### config.mk
export PLATFORM = sky130hd
export DESIGN_NAME = dds_sweep_ctrl
export DESIGN_NICKNAME = d
export VERILOG_FILES = /design/src/rtl/dds_sweep_ctrl.sv
export SDC_FILE = /design/constraint.sdc
export NUM_CORES = 1
export LEC_CHECK = 0
export BUFFER_PORTS_ARGS = -buffer_cell sky130_fd_sc_hd__buf_2
export CORE_MARGIN = 4
export CORE_UTILIZATION = 45
export DETAILED_ROUTE_END_ITERATION = 8
export GPL_TIMING_DRIVEN = 0
export HOLD_SLACK_MARGIN = 0.15
export PLACE_DENSITY = 0.66
export SLEW_MARGIN = 30
export SYNTH_ARGS = -nofsm -noshare
export SYNTH_HDL_FRONTEND = slang
export SYNTH_SLANG_ARGS = --single-unit
### constraint.sdc
create_clock -name clk -period 5.6 [get_ports clk]
set_clock_uncertainty 0.15 [all_clocks]
set_input_delay 0.56 -clock clk [delete_from_list [all_inputs] [get_ports clk]]
set_output_delay 0.56 -clock clk [all_outputs]
set_load 0.02 [all_outputs]
### src/rtl/dds_sweep_ctrl.sv
// dds_sweep_ctrl -- frequency-sweep sequencer for the sine DDS path
//   (phase-address generator -> 1-cycle sine ROM -> dds_en output gate).
//
// Sequence: IDLE -> CLEAR (phase clear) -> SETTLE (pipeline fill, dds_en low)
//           -> DWELL (step freq_word from start to stop, cfg_dwell+1 cycles
//           per word, cfg_sweeps sweeps) -> FINISH (done pulse) -> IDLE.
//
// Ports:
//   clk, rst_n           clock, asynchronous active-low reset
//   start, abort         control handshake (abort has priority)
//   cfg_f_start/stop/step, cfg_dwell, cfg_sweeps
//                        sweep configuration, latched when start is accepted
//   freq_word            tuning word to the DDS phase accumulator
//   phase_clr            one-cycle phase-accumulator clear
//   dds_en               DDS output enable
//   busy, done           status: busy outside IDLE, done pulses on completion
//   sweep_idx            completed sweeps in the current run
//
// Optional feature macro: DDS_SWEEP_PINGPONG_EN
//   Defined   : sweep direction alternates up/down at every sweep end; each
//               leg counts as one sweep.
//   Undefined : sawtooth sweeps, every sweep restarts at cfg_f_start.
module dds_sweep_ctrl #(
   parameter int FW     = 32,
   parameter int DW     = 16,
   parameter int CW     = 8,
   parameter int SETTLE = 2
) (
   input  logic          clk,
   input  logic          rst_n,
   input  logic          start,
   input  logic          abort,
   input  logic [FW-1:0] cfg_f_start,
   input  logic [FW-1:0] cfg_f_stop,
   input  logic [FW-1:0] cfg_f_step,
   input  logic [DW-1:0] cfg_dwell,
   input  logic [CW-1:0] cfg_sweeps,
   output logic [FW-1:0] freq_word,
   output logic          phase_clr,
   output logic          dds_en,
   output logic          busy,
   output logic          done,
   output logic [CW-1:0] sweep_idx
);

   typedef enum logic [2:0] {
      S_IDLE, S_CLEAR, S_SETTLE, S_DWELL, S_FINISH
   } state_t;

   state_t        state, nxt_state;
   logic [FW-1:0] nxt_fw;
   logic          nxt_pclr, nxt_en, nxt_busy, nxt_done;
   logic [CW-1:0] nxt_idx;
   logic [DW-1:0] dwell_cnt, nxt_dcnt;
   logic [3:0]    settle_cnt, nxt_scnt;

   // configuration snapshot taken at start acceptance
   logic [FW-1:0] c_start, c_stop, c_step;
   logic [DW-1:0] c_dwell;
   logic [CW-1:0] c_sweeps;

   logic          accept;
   logic [FW:0]   up_sum;
   logic          up_end;
   logic [CW-1:0] sweep_inc;
   logic          last_sweep;

   assign accept     = (state == S_IDLE) && start && !abort;
   // one extra bit so a wrap past 2^FW ends the sweep instead of restarting low
   assign up_sum     = {1'b0, freq_word} + {1'b0, c_step};
   // a zero step would never reach stop; treat it as a one-word sweep
   assign up_end     = up_sum[FW] || (up_sum[FW-1:0] > c_stop) || (c_step == '0);
   assign sweep_inc  = sweep_idx + 1'b1;
   assign last_sweep = (c_sweeps != '0) && (sweep_inc == c_sweeps);

`ifdef DDS_SWEEP_PINGPONG_EN
   logic          dir, nxt_dir;   // 0 = up leg, 1 = down leg
   logic [FW:0]   dn_diff;
   logic          dn_end;

   assign dn_diff = {1'b0, freq_word} - {1'b0, c_step};
   assign dn_end  = dn_diff[FW] || (dn_diff[FW-1:0] < c_start) || (c_step == '0);
`endif

   always_comb begin
      nxt_state = state;
      nxt_fw    = freq_word;
      nxt_pclr  = 1'b0;
      nxt_en    = dds_en;
      nxt_busy  = busy;
      nxt_done  = 1'b0;
      nxt_idx   = sweep_idx;
      nxt_dcnt  = dwell_cnt;
      nxt_scnt  = settle_cnt;
`ifdef DDS_SWEEP_PINGPONG_EN
      nxt_dir   = dir;
`endif
      case (state)
         S_IDLE: begin
            nxt_fw = '0;
            nxt_en = 1'b0;
            if (accept) begin
               nxt_state = S_CLEAR;
               nxt_fw    = cfg_f_start;
               nxt_pclr  = 1'b1;
               nxt_busy  = 1'b1;
               nxt_idx   = '0;
`ifdef DDS_SWEEP_PINGPONG_EN
               nxt_dir   = 1'b0;
`endif
            end
         end
         S_CLEAR: begin
            nxt_state = S_SETTLE;
            nxt_scnt  = '0;
         end
         S_SETTLE: begin
            if (settle_cnt == 4'(SETTLE - 1)) begin
               nxt_state = S_DWELL;
               nxt_en    = 1'b1;
               nxt_dcnt  = '0;
            end else begin
               nxt_scnt  = settle_cnt + 1'b1;
            end
         end
         S_DWELL: begin
            if (dwell_cnt == c_dwell) begin
               nxt_dcnt = '0;
`ifdef DDS_SWEEP_PINGPONG_EN
               if (!(dir ? dn_end : up_end)) begin
                  nxt_fw = dir ? dn_diff[FW-1:0] : up_sum[FW-1:0];
               end else begin
                  nxt_idx = sweep_inc;
                  if (last_sweep) begin
                     nxt_state = S_FINISH;
                     nxt_done  = 1'b1;
                     nxt_en    = 1'b0;
                  end else begin
                     // reverse: first word of the new leg is one step back
                     nxt_dir = !dir;
                     nxt_fw  = dir ? up_sum[FW-1:0] : dn_diff[FW-1:0];
                  end
               end
`else
               if (!up_end) begin
                  nxt_fw = up_sum[FW-1:0];
               end else begin
                  nxt_idx = sweep_inc;
                  if (last_sweep) begin
                     nxt_state = S_FINISH;
                     nxt_done  = 1'b1;
                     nxt_en    = 1'b0;
                  end else begin
                     nxt_fw = c_start;   // no phase clear between sweeps
                  end
               end
`endif
            end else begin
               nxt_dcnt = dwell_cnt + 1'b1;
            end
         end
         S_FINISH: begin
            nxt_state = S_IDLE;
            nxt_fw    = '0;
            nxt_busy  = 1'b0;
         end
         default: begin
            nxt_state = S_IDLE;
            nxt_fw    = '0;
            nxt_en    = 1'b0;
            nxt_busy  = 1'b0;
         end
      endcase
      // abort wins over everything outside IDLE; sweep_idx is left as is
      if (state != S_IDLE && abort) begin
         nxt_state = S_IDLE;
         nxt_fw    = '0;
         nxt_pclr  = 1'b0;
         nxt_en    = 1'b0;
         nxt_busy  = 1'b0;
         nxt_done  = 1'b0;
         nxt_dcnt  = '0;
         nxt_scnt  = '0;
      end
   end

   always_ff @(posedge clk or negedge rst_n) begin
      if (!rst_n) begin
         state      <= S_IDLE;
         freq_word  <= '0;
         phase_clr  <= 1'b0;
         dds_en     <= 1'b0;
         busy       <= 1'b0;
         done       <= 1'b0;
         sweep_idx  <= '0;
         dwell_cnt  <= '0;
         settle_cnt <= '0;
`ifdef DDS_SWEEP_PINGPONG_EN
         dir        <= 1'b0;
`endif
      end else begin
         state      <= nxt_state;
         freq_word  <= nxt_fw;
         phase_clr  <= nxt_pclr;
         dds_en     <= nxt_en;
         busy       <= nxt_busy;
         done       <= nxt_done;
         sweep_idx  <= nxt_idx;
         dwell_cnt  <= nxt_dcnt;
         settle_cnt <= nxt_scnt;
`ifdef DDS_SWEEP_PINGPONG_EN
         dir        <= nxt_dir;
`endif
      end
   end

   always_ff @(posedge clk or negedge rst_n) begin
      if (!rst_n) begin
         c_start  <= '0;
         c_stop   <= '0;
         c_step   <= '0;
         c_dwell  <= '0;
         c_sweeps <= '0;
      end else if (accept) begin
         c_start  <= cfg_f_start;
         c_stop   <= cfg_f_stop;
         c_step   <= cfg_f_step;
         c_dwell  <= cfg_dwell;
         c_sweeps <= cfg_sweeps;
      end
   end

endmodule

[After elaboration in Yosys (flattened, before gate mapping)]
Cells that the tools add are included.
Word-level totals
  register bits after elaboration: 187
  output and inout port bits: 44
Operators by class
  add/subtract/negate cells: 4
  magnitude comparators: 1
  equality and inequality tests: 20
  mux-type cells: 41
  reductions and logical operators: 24
Operators by type and width (number)
  2-to-1 mux 32 bit: 5
  case mux 32 bit (3 select lines): 1
  2-to-1 mux 16 bit: 3
  adder 32 x 32 -> 33 bit: 1
  > comparator 32 bit: 1
  zero test 32 bit: 1
  case mux 16 bit (2 select lines): 1
  2-to-1 mux 8 bit: 3
  2-to-1 mux 3 bit: 6
  adder 16 x 1 -> 16 bit (second input constant): 1
  equality test 16 bit: 1
  case mux 8 bit (2 select lines): 1
  2-to-1 mux 1 bit: 15
  inequality test 3 bit (second input constant): 5
  case mux 3 bit (4 select lines): 1
  AND reduction 5 bit: 2
  nonzero test 3 bit: 3
  adder 8 x 1 -> 8 bit (second input constant): 1
  equality test 8 bit: 1
  2-to-1 mux 4 bit: 2
  case mux 4 bit (2 select lines): 1
  nonzero test 8 bit: 1
  equality test 3 x 2 -> 1 bit (second input constant): 2
  inequality test 2 x 1 -> 1 bit (second input constant): 3
  19 further kinds: 28

[Longest topological paths before layout]
  depth after elaboration: 8
  gate-level depth with buffers: 21

[Worst setup path after synthesis]
Ideal clock, no wire load.
  path type: flip-flop to flip-flop
  start: register freq_word[14]
  end: register freq_word[0]
  data arrival time: 4551 ps
  required time: 5329 ps
  slack: 778 ps
  stages on the path, launching flop included: 22
  clock period less this slack: 4822 ps
  cells stage by stage: dfrtp_1 -> ha_1 -> buf_2 -> a221oi_1 -> o21ai_1 -> a221o_1 -> a2111oi_0 -> o21ai_1 -> a221oi_2 -> xnor2_1 -> ha_1 -> nand4_1 -> nor4_1 -> nand2_1 -> a31oi_1 -> o22ai_1 -> o311ai_4 -> nand3_2 -> a31o_1 -> clkbuf_1 -> buf_4 -> a22o_1
On the way
  longest elaborated chain between the ends: 8
  elaborated cells between the ends (all ways): 10
  classes of those cells: add/sub: 1; order compare: 1; eq/ne: 1; mux: 4; reduce/logical: 3
RTL lines
  from (decl): line 38  | output logic [FW-1:0] freq_word,
  from (signal assigned): line 203  | freq_word <= nxt_fw;
  adder 32 x 32 -> 33 bit (*): line 70  | assign up_sum = {1'b0, freq_word} + {1'b0, c_step};
  > comparator 32 bit: line 72  | assign up_end = up_sum[FW] || (up_sum[FW-1:0] > c_stop) || (c_step == '0);
  logical OR 1 bit (*) (2 in a row): line 72
  2-to-1 mux 32 bit: line 145  | if (!up_end) begin
  2-to-1 mux 32 bit: line 127  | if (dwell_cnt == c_dwell) begin
  case mux 32 bit (3 select lines): line 98  | case (state)
  2-to-1 mux 32 bit: line 175  | if (state != S_IDLE && abort) begin
Mark *: on every way between the ends. The rest lies on a longest branch, timed or not. The select of a mux whose other input is x is not followed.
A chain may end at the register's enable or synchronous reset.

[Final worst setup path]
  start: register freq_word[14]
  end: register freq_word[11]
The elaborated chain is that of the path after synthesis.

==> metrics.csv <==
stage,metric,value,unit
placed_design,GPL Wtd Cong,0.951,
power_and_ir_drop,pwr/cell area,482,nW/um^2
synth,Mapped Area,10800,um^2
finish,fraction of layout cells with a size suffix above 1,17.8,%
synth,part of the Yosys area used for sequential elements,43.3,%
synth,largest cells by area after synthesis,"dfrtp_1 (43%), nand2_1 (12%), ha_1 (7.9%)",
clock_tree,maximum root-to-sink buffer count,2,
clock_tree,clock slew at the register clock pins of the worst setup and hold paths,80,ps
power_and_ir_drop,Max VDD drop,0.193,mV
finish,n_diodes,0,
job,Max-Cap Viols,0,
die,# rows,56,
drt,Iteration-0 DRC Markers,794,
clock_tree,number of buffers created by CTS,17,
sta,final hold viol count,0,
clock_tree,clock latency on the worst-skew pair,440,ps
power_and_ir_drop,leak pwr,6.62,nW
die,initial core utilization,45.9,%
placed_design,Final HPWL DP,24000,um
synth,#FFs+latches synth,187,
clock_tree,CTS tree,done,
synth,post-synth top area share,43.3,%
worst_setup_path,crit start category,flip-flop,
synth,Unique masters post-synth,64,
drt,drt pass-1 iters,5,
clock_tree,# H-tree levels,4,
synth,"Async S/R FF share, synth",100,%
worst_hold_path,Hold Path Class,in2reg,
synth,syn_nets,1428,
synth,yosys warns,0,
sta,Total Neg Setup Slack,0,ps
drt,Routed Antenna Nets,0,
finish,area delta synth->final,20.8,%
synth,Synth area leader,dfrtp_1,
finish,final core occ,55.5,%
die,die area,26600,um^2
synth,most common cell in the netlist,nand2_1,
drt,Routed WL per cell,17.9,um
die,core area,23500,um^2
worst_setup_path,crit path max fanout,10,
grt,grt ovf,0,
grt,number of global-route vias before repair,9134,
synth,Synth Flop Type,dfrtp_1,
grt,initial antenna violation count,0,
clock_tree,clk sinks,187,
synth,Post-synth top cells,"nand2_1 (342), dfrtp_1 (187), o21ai_0 (94)",
sta,f_max,184,MHz
run_status,status,finished clean,
placed_design,placed cell area,12100,um^2
worst_setup_path,CP arrival,5600,ps
grt,total track usage,23.8,%
placed_design,port bufs,167,
sta,final slew viol count,0,
grt,pin count of the biggest net entering global routing,84,
sta,fin crit share,96.9,%
worst_setup_path,kind of critical path,reg2reg,
finish,layout net count,1633,
synth,mean post-synth cell area,8.75,um^2
finish,filler instances,2239,
sta,hold slack,159,ps
drt,Total Wirelength,31700,um
synth,Synth Instances,1235,
grt,first-pass GRT wire length,49400,um
drt,Via density,5.44,
clock_tree,Root Buffer,clkbuf_16,
sta,relative slew slack,44.8,%
finish,final non-filler cell total,1772,
synth,Post-synth EDFFs,0,
drt,Residual DRC,0,
sta,crit path time final,5430,ps
sta,measured slew at the worst slew-check pin,827,ps
die,I/O pins,168,
die,Die X,163,um
placed_design,placed cells,1723,
finish,fin area,13100,um^2
drt,vias,9641,
worst_setup_path,CP endpoint kind,flip-flop,
sta,Final Setup Violations,0,
worst_setup_path,Worst EP required,5770,ps
sta,RSZ-0062 raised after global routing,no,
die,die height,163,um
## final cells by class
class	count	area [um^2]	share of cell area, %
inverter	46	173	1.32
clock buffer	17	425	3.26
buffer	53	245	1.88
sequential	187	4680	35.8
tap	319	399	3.06
clock inverter	15	180	1.38
multi-input combinational	948	5890	45.1
timing repair buffer	187	1070	8.18
## routing by layer
| layer | global-route usage (%) | part of all wire, % | wire length [um] |
|---|---|---|---|
| met1 | 34.3 | 46 | 14400 |
| met2 | 37.1 | 45 | 14400 |
| met3 | 4.33 | 7.1 | 2240 |
| met4 | 6.40 | 2.0 | 643 |
| met5 | 0 | 0 | 0 |
## stage by stage
step	total power, mW	setup slack, ps
2_1_floorplan	3.98	778
6_report	6.29	174
4_1_cts	6.19	10.4
3_5_place_dp	4.85	-557
3_3_place_gp	4.77	-578
5_1_grt	6.76	5.31
## where the power goes
part / internal (mW) / switching (mW)
registers: 1.74 / 0.292
clock network: 0.677 / 0.590
logic: 1.18 / 1.81
## logic make-up (layout without fill, tap and decap cells)
logic type	after synthesis	in the layout	synth area share [%]
simple gates	508	508	20.2
compound gates	277	277	16.9
flops	187	187	43.3
buf+inv	100	318	3.66
xor+xnor	70	70	5.67
fa+ha+maj	69	69	8.06
mux	24	24	2.22
## timing repair
action                                  in CTS  in global routing
setup buffers                                2                  8
endpoints found under the hold margin       43                  1
resized for setup                           16                 25
endpoints found under the setup margin      43                 43
pin swaps                                    2                 12
hold buffers                                 7                  1
## critical path, cell delays in order (launching register included)
cell       delay (ps)
dfrtp_1           410
ha_1              290
buf_2             170
a221oi_1          290
o21ai_1           130
a221o_2           450
a2111oi_4         250
o21ai_2           140
a221oi_2          320
xnor2_2           190
ha_1              310
nand4_1           160
nor4_4             70
a221oi_2          240
o211ai_1          220
o22ai_2           370
o311ai_4          270
nand3_4           190
a211oi_4           70
buf_4             190
buf_4             190
a22o_1            240
## placed cells by master (no fill, tap or decap), types with 5 or more instances in the layout
cell,count
a32o_1,9
a21o_1,15
a22o_1,26
clkbuf_16,17
nand2b_1,12
and3_1,10
nand2_1,341
and4_1,5
buf_2,170
or2_2,7
dfrtp_1,187
nor4_1,15
xor2_1,21
o211ai_1,6
inv_6,6
mux2i_1,24
o2bb2ai_1,8
a21oi_1,52
o21ai_1,5
ha_1,68
a31oi_1,5
clkbuf_1,36
nor3_1,8
o31ai_1,5
nand3_1,21
xnor2_1,47
o21ai_0,93
inv_1,45
nor2_1,49
dlygate4sd3_1,8
buf_4,16
nor2b_1,7
nand4_1,21
## path summary, 6_finish.rpt
check	cells past startpoint	to	start	slack, ps
max	21	freq_word[11]$_DFFE_PN0P_	freq_word[14]$_DFFE_PN0P_	170
min	3	c_sweeps[2]$_DFFE_PN0P_	cfg_sweeps[2]	160
max reg2reg	21	freq_word[11]$_DFFE_PN0P_	freq_word[14]$_DFFE_PN0P_	170
min reg2reg	2	c_start[3]$_DFFE_PN0P_	c_start[3]$_DFFE_PN0P_	330
max in group asynchronous	3	dwell_cnt[13]$_DFFE_PN0P_	rst_n	4120
min in group asynchronous	2	c_stop[26]$_DFFE_PN0P_	rst_n	450
## registers in the layout, indices dropped and copies added, names as in the netlist, 3 cells and up
signal      flops
c_start        32
c_step         32
c_stop         32
freq_word      32
c_dwell        16
dwell_cnt      16
c_sweeps        8
sweep_idx       8
settle_cnt      4
state           3
Power figures use the tool's default switching activity.
